File: config.mk
export PLATFORM = sky130hd
export DESIGN_NAME = dmem_arbiter
export DESIGN_NICKNAME = d
export VERILOG_FILES = /design/src/rtl/dmem_pkg.sv /design/src/rtl/dmem_align_chk.sv /design/src/rtl/dmem_arbiter.sv
export SDC_FILE = /design/constraint.sdc
export NUM_CORES = 1
export LEC_CHECK = 0
export BUFFER_PORTS_ARGS = -buffer_cell sky130_fd_sc_hd__buf_2
export CAP_MARGIN = 10
export CORE_MARGIN = 3
export CORE_UTILIZATION = 46
export CTS_BUF_LIST = sky130_fd_sc_hd__clkbuf_8
export CTS_CLUSTER_SIZE = 14
export DETAILED_ROUTE_END_ITERATION = 7
export GPL_ROUTABILITY_DRIVEN = 0
export HOLD_SLACK_MARGIN = 0.08
export MAX_ROUTING_LAYER = met4
export PLACE_DENSITY = 0.9
export SYNTH_ARGS = -nofsm -noshare
export SYNTH_HDL_FRONTEND = slang
export SYNTH_SLANG_ARGS = --single-unit
File: constraint.sdc
create_clock -name clk -period 2.2 [get_ports clk]
set_input_delay 0.44 -clock clk [delete_from_list [all_inputs] [get_ports clk]]
set_output_delay 0.44 -clock clk [all_outputs]
set_load 0.05 [all_outputs]
File: src/rtl/dmem_pkg.sv
// Shared data-memory definitions: geometry and funct3 access-size encodings.
package dmem_pkg;

  localparam int unsigned DMEM_AW = 6;
  localparam int unsigned DMEM_DW = 32;

  typedef enum logic [2:0] {
    F3_LB  = 3'b000,
    F3_LH  = 3'b001,
    F3_LW  = 3'b010,
    F3_LBU = 3'b100,
    F3_LHU = 3'b101
  } funct3_e;

endpackage

File: src/rtl/dmem_align_chk.sv
// Combinational legality check of a data-memory access: size vs. address alignment.
module dmem_align_chk
  import dmem_pkg::*;
(
  input  logic [2:0] funct3,
  input  logic [1:0] addr_lo,
  output logic       illegal
);

  always_comb begin
    illegal = 1'b1;
    case (funct3)
      F3_LB, F3_LBU: illegal = 1'b0;
      F3_LH, F3_LHU: illegal = addr_lo[0];
      F3_LW:         illegal = (addr_lo != 2'b00);
      default:       illegal = 1'b1;
    endcase
  end

endmodule

File: src/rtl/dmem_arbiter.sv
// Two-port arbiter for the single-port data memory: core priority, DMA starvation
// guard, misaligned accesses answered with an error instead of reaching memory.
module dmem_arbiter
  import dmem_pkg::*;
#(
  parameter int unsigned STARVE_LIMIT = 4,
  parameter int unsigned CNT_W        = 4
) (
  input  logic               clk,
  input  logic               rst_n,
  input  logic               c_req,
  input  logic               c_we,
  input  logic [DMEM_AW-1:0] c_addr,
  input  logic [DMEM_DW-1:0] c_wdata,
  input  logic [2:0]         c_funct3,
  output logic               c_gnt,
  output logic               c_rvalid,
  output logic [DMEM_DW-1:0] c_rdata,
  output logic               c_err,
  input  logic               d_req,
  input  logic               d_we,
  input  logic [DMEM_AW-1:0] d_addr,
  input  logic [DMEM_DW-1:0] d_wdata,
  input  logic [2:0]         d_funct3,
  output logic               d_gnt,
  output logic               d_rvalid,
  output logic [DMEM_DW-1:0] d_rdata,
  output logic               d_err,
  output logic               m_read,
  output logic               m_write,
  output logic [DMEM_AW-1:0] m_addr,
  output logic [DMEM_DW-1:0] m_wdata,
  output logic [2:0]         m_funct3,
  input  logic [DMEM_DW-1:0] m_rdata
);

  typedef enum logic [1:0] {WIN_NONE, WIN_C, WIN_D} win_e;

  win_e               win;
  logic [CNT_W-1:0]   starve_cnt;
  logic               force_d;
  logic               sel_we;
  logic               illegal;
  logic [DMEM_DW-1:0] rsp_rdata;

  always_comb begin
    force_d = (starve_cnt >= CNT_W'(STARVE_LIMIT));
    win     = WIN_NONE;
    if (d_req && (force_d || !c_req)) win = WIN_D;
    else if (c_req)                   win = WIN_C;
  end

  always_comb begin
    sel_we   = 1'b0;
    m_addr   = '0;
    m_wdata  = '0;
    m_funct3 = '0;
    case (win)
      WIN_C: begin
        sel_we   = c_we;
        m_addr   = c_addr;
        m_wdata  = c_wdata;
        m_funct3 = c_funct3;
      end
      WIN_D: begin
        sel_we   = d_we;
        m_addr   = d_addr;
        m_wdata  = d_wdata;
        m_funct3 = d_funct3;
      end
      default: ;
    endcase
  end

  dmem_align_chk u_align_chk (
    .funct3  (m_funct3),
    .addr_lo (m_addr[1:0]),
    .illegal (illegal)
  );

  // Grants and memory strobes are gated by rst_n so nothing commits during reset.
  always_comb begin
    c_gnt     = rst_n && (win == WIN_C);
    d_gnt     = rst_n && (win == WIN_D);
    m_write   = rst_n && (win != WIN_NONE) && !illegal && sel_we;
    m_read    = rst_n && (win != WIN_NONE) && !illegal && !sel_we;
    rsp_rdata = (!illegal && !sel_we) ? m_rdata : '0;
  end

  always_ff @(posedge clk or negedge rst_n) begin
    if (!rst_n) begin
      c_rvalid <= 1'b0;
      c_err    <= 1'b0;
      c_rdata  <= '0;
    end else if (c_gnt) begin
      c_rvalid <= 1'b1;
      c_err    <= illegal;
      c_rdata  <= rsp_rdata;
    end else begin
      c_rvalid <= 1'b0;
      c_err    <= 1'b0;
    end
  end

  always_ff @(posedge clk or negedge rst_n) begin
    if (!rst_n) begin
      d_rvalid <= 1'b0;
      d_err    <= 1'b0;
      d_rdata  <= '0;
    end else if (d_gnt) begin
      d_rvalid <= 1'b1;
      d_err    <= illegal;
      d_rdata  <= rsp_rdata;
    end else begin
      d_rvalid <= 1'b0;
      d_err    <= 1'b0;
    end
  end

  // Saturation needs no explicit clamp: at the limit force_d makes D win and clear it.
  always_ff @(posedge clk or negedge rst_n) begin
    if (!rst_n) begin
      starve_cnt <= '0;
    end else if (!d_req || d_gnt) begin
      starve_cnt <= '0;
    end else if (!force_d) begin
      starve_cnt <= starve_cnt + CNT_W'(1);
    end
  end

endmodule

==> results.py <==
metrics = {
    "status": {
        "status": "finished with violations",
        "violations": "setup timing",
    },
    "cells_and_area": {
        "final_area_um2": 6840,
        "final_util": 0.780,
        "nFillCells": 507,
        "syn2layout_area_growth_pct": 64.4,
        "final_layout_size_suffix_gt1_frac": 0.630,
        "nets": 799,
    },
    "global_routing": {
        "top_usage_layer": "met2",
        "globalRouteOverflowTotal": 0,
        "gr-usage-met3": 0.0927,
        "met1_usage": 0.378,
        "grt_max_degree": 69,
        "use_met2": 0.557,
        "grt_pass1_vias": 4827,
        "grt_pass1_wl_um": 25900,
        "antenna_found_initial": 1,
        "grt_usage": 0.339,
    },
    "timing": {
        "setup_viol": 43,
        "finalWorstSetupSlack_ps": -272,
        "layout_worst_path_cycle_share": 1.12,
        "holdWs_ps": 371,
        "hold_viol_final": 0,
        "rsz0062_at_grt": "yes",
        "maxSlewHeadroom": 0.422,
        "slew_violations": 0,
        "post-route-min-period_ps": 2470,
        "tightest_slew_ps": 867,
        "fin_skew_ps": 14.0,
        "fmax_ghz": 0.404,
    },
    "place": {
        "dp_hpwl_um": 11500,
        "io_buffers": 232,
        "place_area_um2": 6010,
    },
    "synth": {
        "synth_common_cells": "nand2_1, dfrtp_1, a32oi_1",
        "synth_top_cell_area_share": 0.433,
        "synth-seq-cells": 72,
        "seq_area_frac_synth": 0.433,
        "ys_types": 34,
        "synthArstFlopShare": 1.00,
        "synth-edff-count": 0,
        "avgSynthCellArea_um2": 9.61,
        "synthCells": 433,
        "ys_top_cells_by_area": "dfrtp_1, a32oi_1, o21ai_2",
        "yosys.area.top_type": "dfrtp_1",
        "syn_area_um2": 4160,
        "synth_nets": 554,
        "synthFlopType": "dfrtp_1",
        "ys.warnings.count": 0,
        "yosysMostFrequentCell": "nand2_1",
    },
    "clock_tree": {
        "cts_tree": "built",
        "ctsRootBufferMaster": "clkbuf_8",
        "h-tree-depth": 3,
        "clk_pin_slew_ps": 80,
        "numCtsBuffers": 9,
        "insertion_delay_ps": 340,
        "cts.sinks": 72,
        "ctsLongestPathBuffers": 2,
    },
    "setup_path": {
        "arrival_ps": 2030,
        "end_kind": "output port",
        "cpMostUsedCell": "buf_6",
        "crit_path_start_kind": "flop",
        "worstPathCellList": "or3b_4 > buf_6 > a32oi_4 > o21ai_4 > a211oi_4 > buf_6",
        "crit_type": "flop to output port",
        "cp_slowest_cell": "or3b_4",
        "r2r_cells": 9,
        "critical-path-max-stage-delay_ps": 410,
        "cp_max_fo": 5,
        "required_ps": 1760,
    },
    "routing": {
        "first_iter_violations": 369,
        "vias": 4754,
        "wire_per_inst_um": 22.4,
        "wirelength_um": 17800,
        "antenna_left": 0,
        "drc": 0,
        "vias_per_cell": 6.00,
        "drtPass1Iterations": 5,
    },
    "power_and_ir_drop": {
        "powerDensity_nw_per_um2": 692,
        "p_leak_nw": 3.39,
        "ir_drop_v": 0.000545,
    },
    "die": {
        "fp-row-count": 34,
        "initial_core_util": 0.475,
        "dieArea_um2": 10200,
        "coreArea_um2": 8760,
        "die_y_um": 101,
        "die-width_um": 101,
        "io_pins": 233,
    },
    "worst_hold_path": {
        "hold_path_class": "input pin to flop",
        "min_path_cells": 3,
    },
    "job": {
        "cap_violations": 0,
    },
}
power by group:
part | switching, mW | internal, mW
Combinational | 1.41 | 0.640
Clock | 0.489 | 0.630
Sequential | 0.0900 | 1.47
state kept, by name (all words and copies together) (netlist names):
name and flops:
c_rdata 32, starve_cnt 4, d_rvalid 1, c_rvalid 1, d_rdata 32, d_err 1, c_err 1
metrics by stage:
stage / total power [mW] / setup slack (ps) / std cells / setup TNS, ps
2_1_floorplan: 2.87 / -195 / 433 / -512
3_3_place_gp: 3.36 / -85.8 / 762 / -90.9
3_5_place_dp: 3.41 / -126 / 762 / -1850
4_1_cts: 4.66 / -220 / 783 / -6530
5_1_grt: 4.91 / -346 / 792 / -9170
6_report: 4.73 / -272 / 792 / -7310
cell type report:
class                   count  area [µm²]  share of cell area
diodes                      1        2.50            0.000366
clock buffers               9         124              0.0181
clock inverters             7        88.8              0.0130
inverters                  38         143              0.0209
multi-input cells         282        2510               0.368
flip-flops and latches     72        1800               0.263
well taps                 108         135              0.0198
repair buffers            275        2030               0.297
timing repair:
item                       4_1_cts  5_1_grt
hold endpoints to repair         4        0
setup endpoints to repair       45       45
hold buffers                     1        0
buffers inserted                 2        6
resized for setup              108       33
cloned                           2        2
pin swaps                        3        9
final timing paths:
path                                      startpoint                   endpoint  slack, ps
min                                      m_rdata[30]    c_rdata[30]$_DFFE_PN0P_        370
max in group asynchronous                      rst_n    d_rdata[25]$_DFFE_PN0P_        610
min reg2reg                   d_rdata[4]$_DFFE_PN0P_     d_rdata[4]$_DFFE_PN0P_        490
max                        starve_cnt[3]$_DFFE_PN0P_                    m_write       -270
max reg2reg                starve_cnt[3]$_DFFE_PN0P_     d_rdata[8]$_DFFE_PN0P_         80
min in group asynchronous                      rst_n  starve_cnt[1]$_DFFE_PN0P_        510
cell families after synthesis:
family | count (synthesis) | synth area share
AOI/OAI and AO/OA | 184 | 0.373
xor gates and xnor gates | 1 | 0.00211
adders and majority gates | 1 | 0.00301
buffers and inverters | 79 | 0.0890
DFF | 72 | 0.433
and+or+nand+nor | 96 | 0.100
per-layer routing:
layer | up-vias | wire, µm
met3 | 69 | 1750
met5 | - | 0
met1 | 2276 | 6080
li1 | 2077 | -
met2 | 332 | 9080
met4 | 0 | 871
placed cells by master (no fill, tap or decap), drive strengths merged, types with 2 or more instances in the layout:
cell type	synthesis	layout
nor3b	2	2
nor2	3	3
o21ai	104	104
inv	38	40
buf	22	272
nand3	2	2
o211ai	3	3
a32oi	68	68
clkinv	0	2
nand2	76	76
nor3	4	4
dfrtp	72	72
bufinv	0	2
and2	5	5
a21oi	3	3
clkbuf	19	11
a32o	2	2
critical path, delay by kind of cell (launching register included):
| family | cells | cell delay (ps) |
|---|---|---|
| AO/OA/AOI/OAI | 3 | 570 |
| buffers and inverters | 2 | 340 |
| flip-flops | 1 | 380 |
| AND/OR/NAND/NOR | 1 | 410 |
Note: power is estimated with default switching activity, not from simulation.
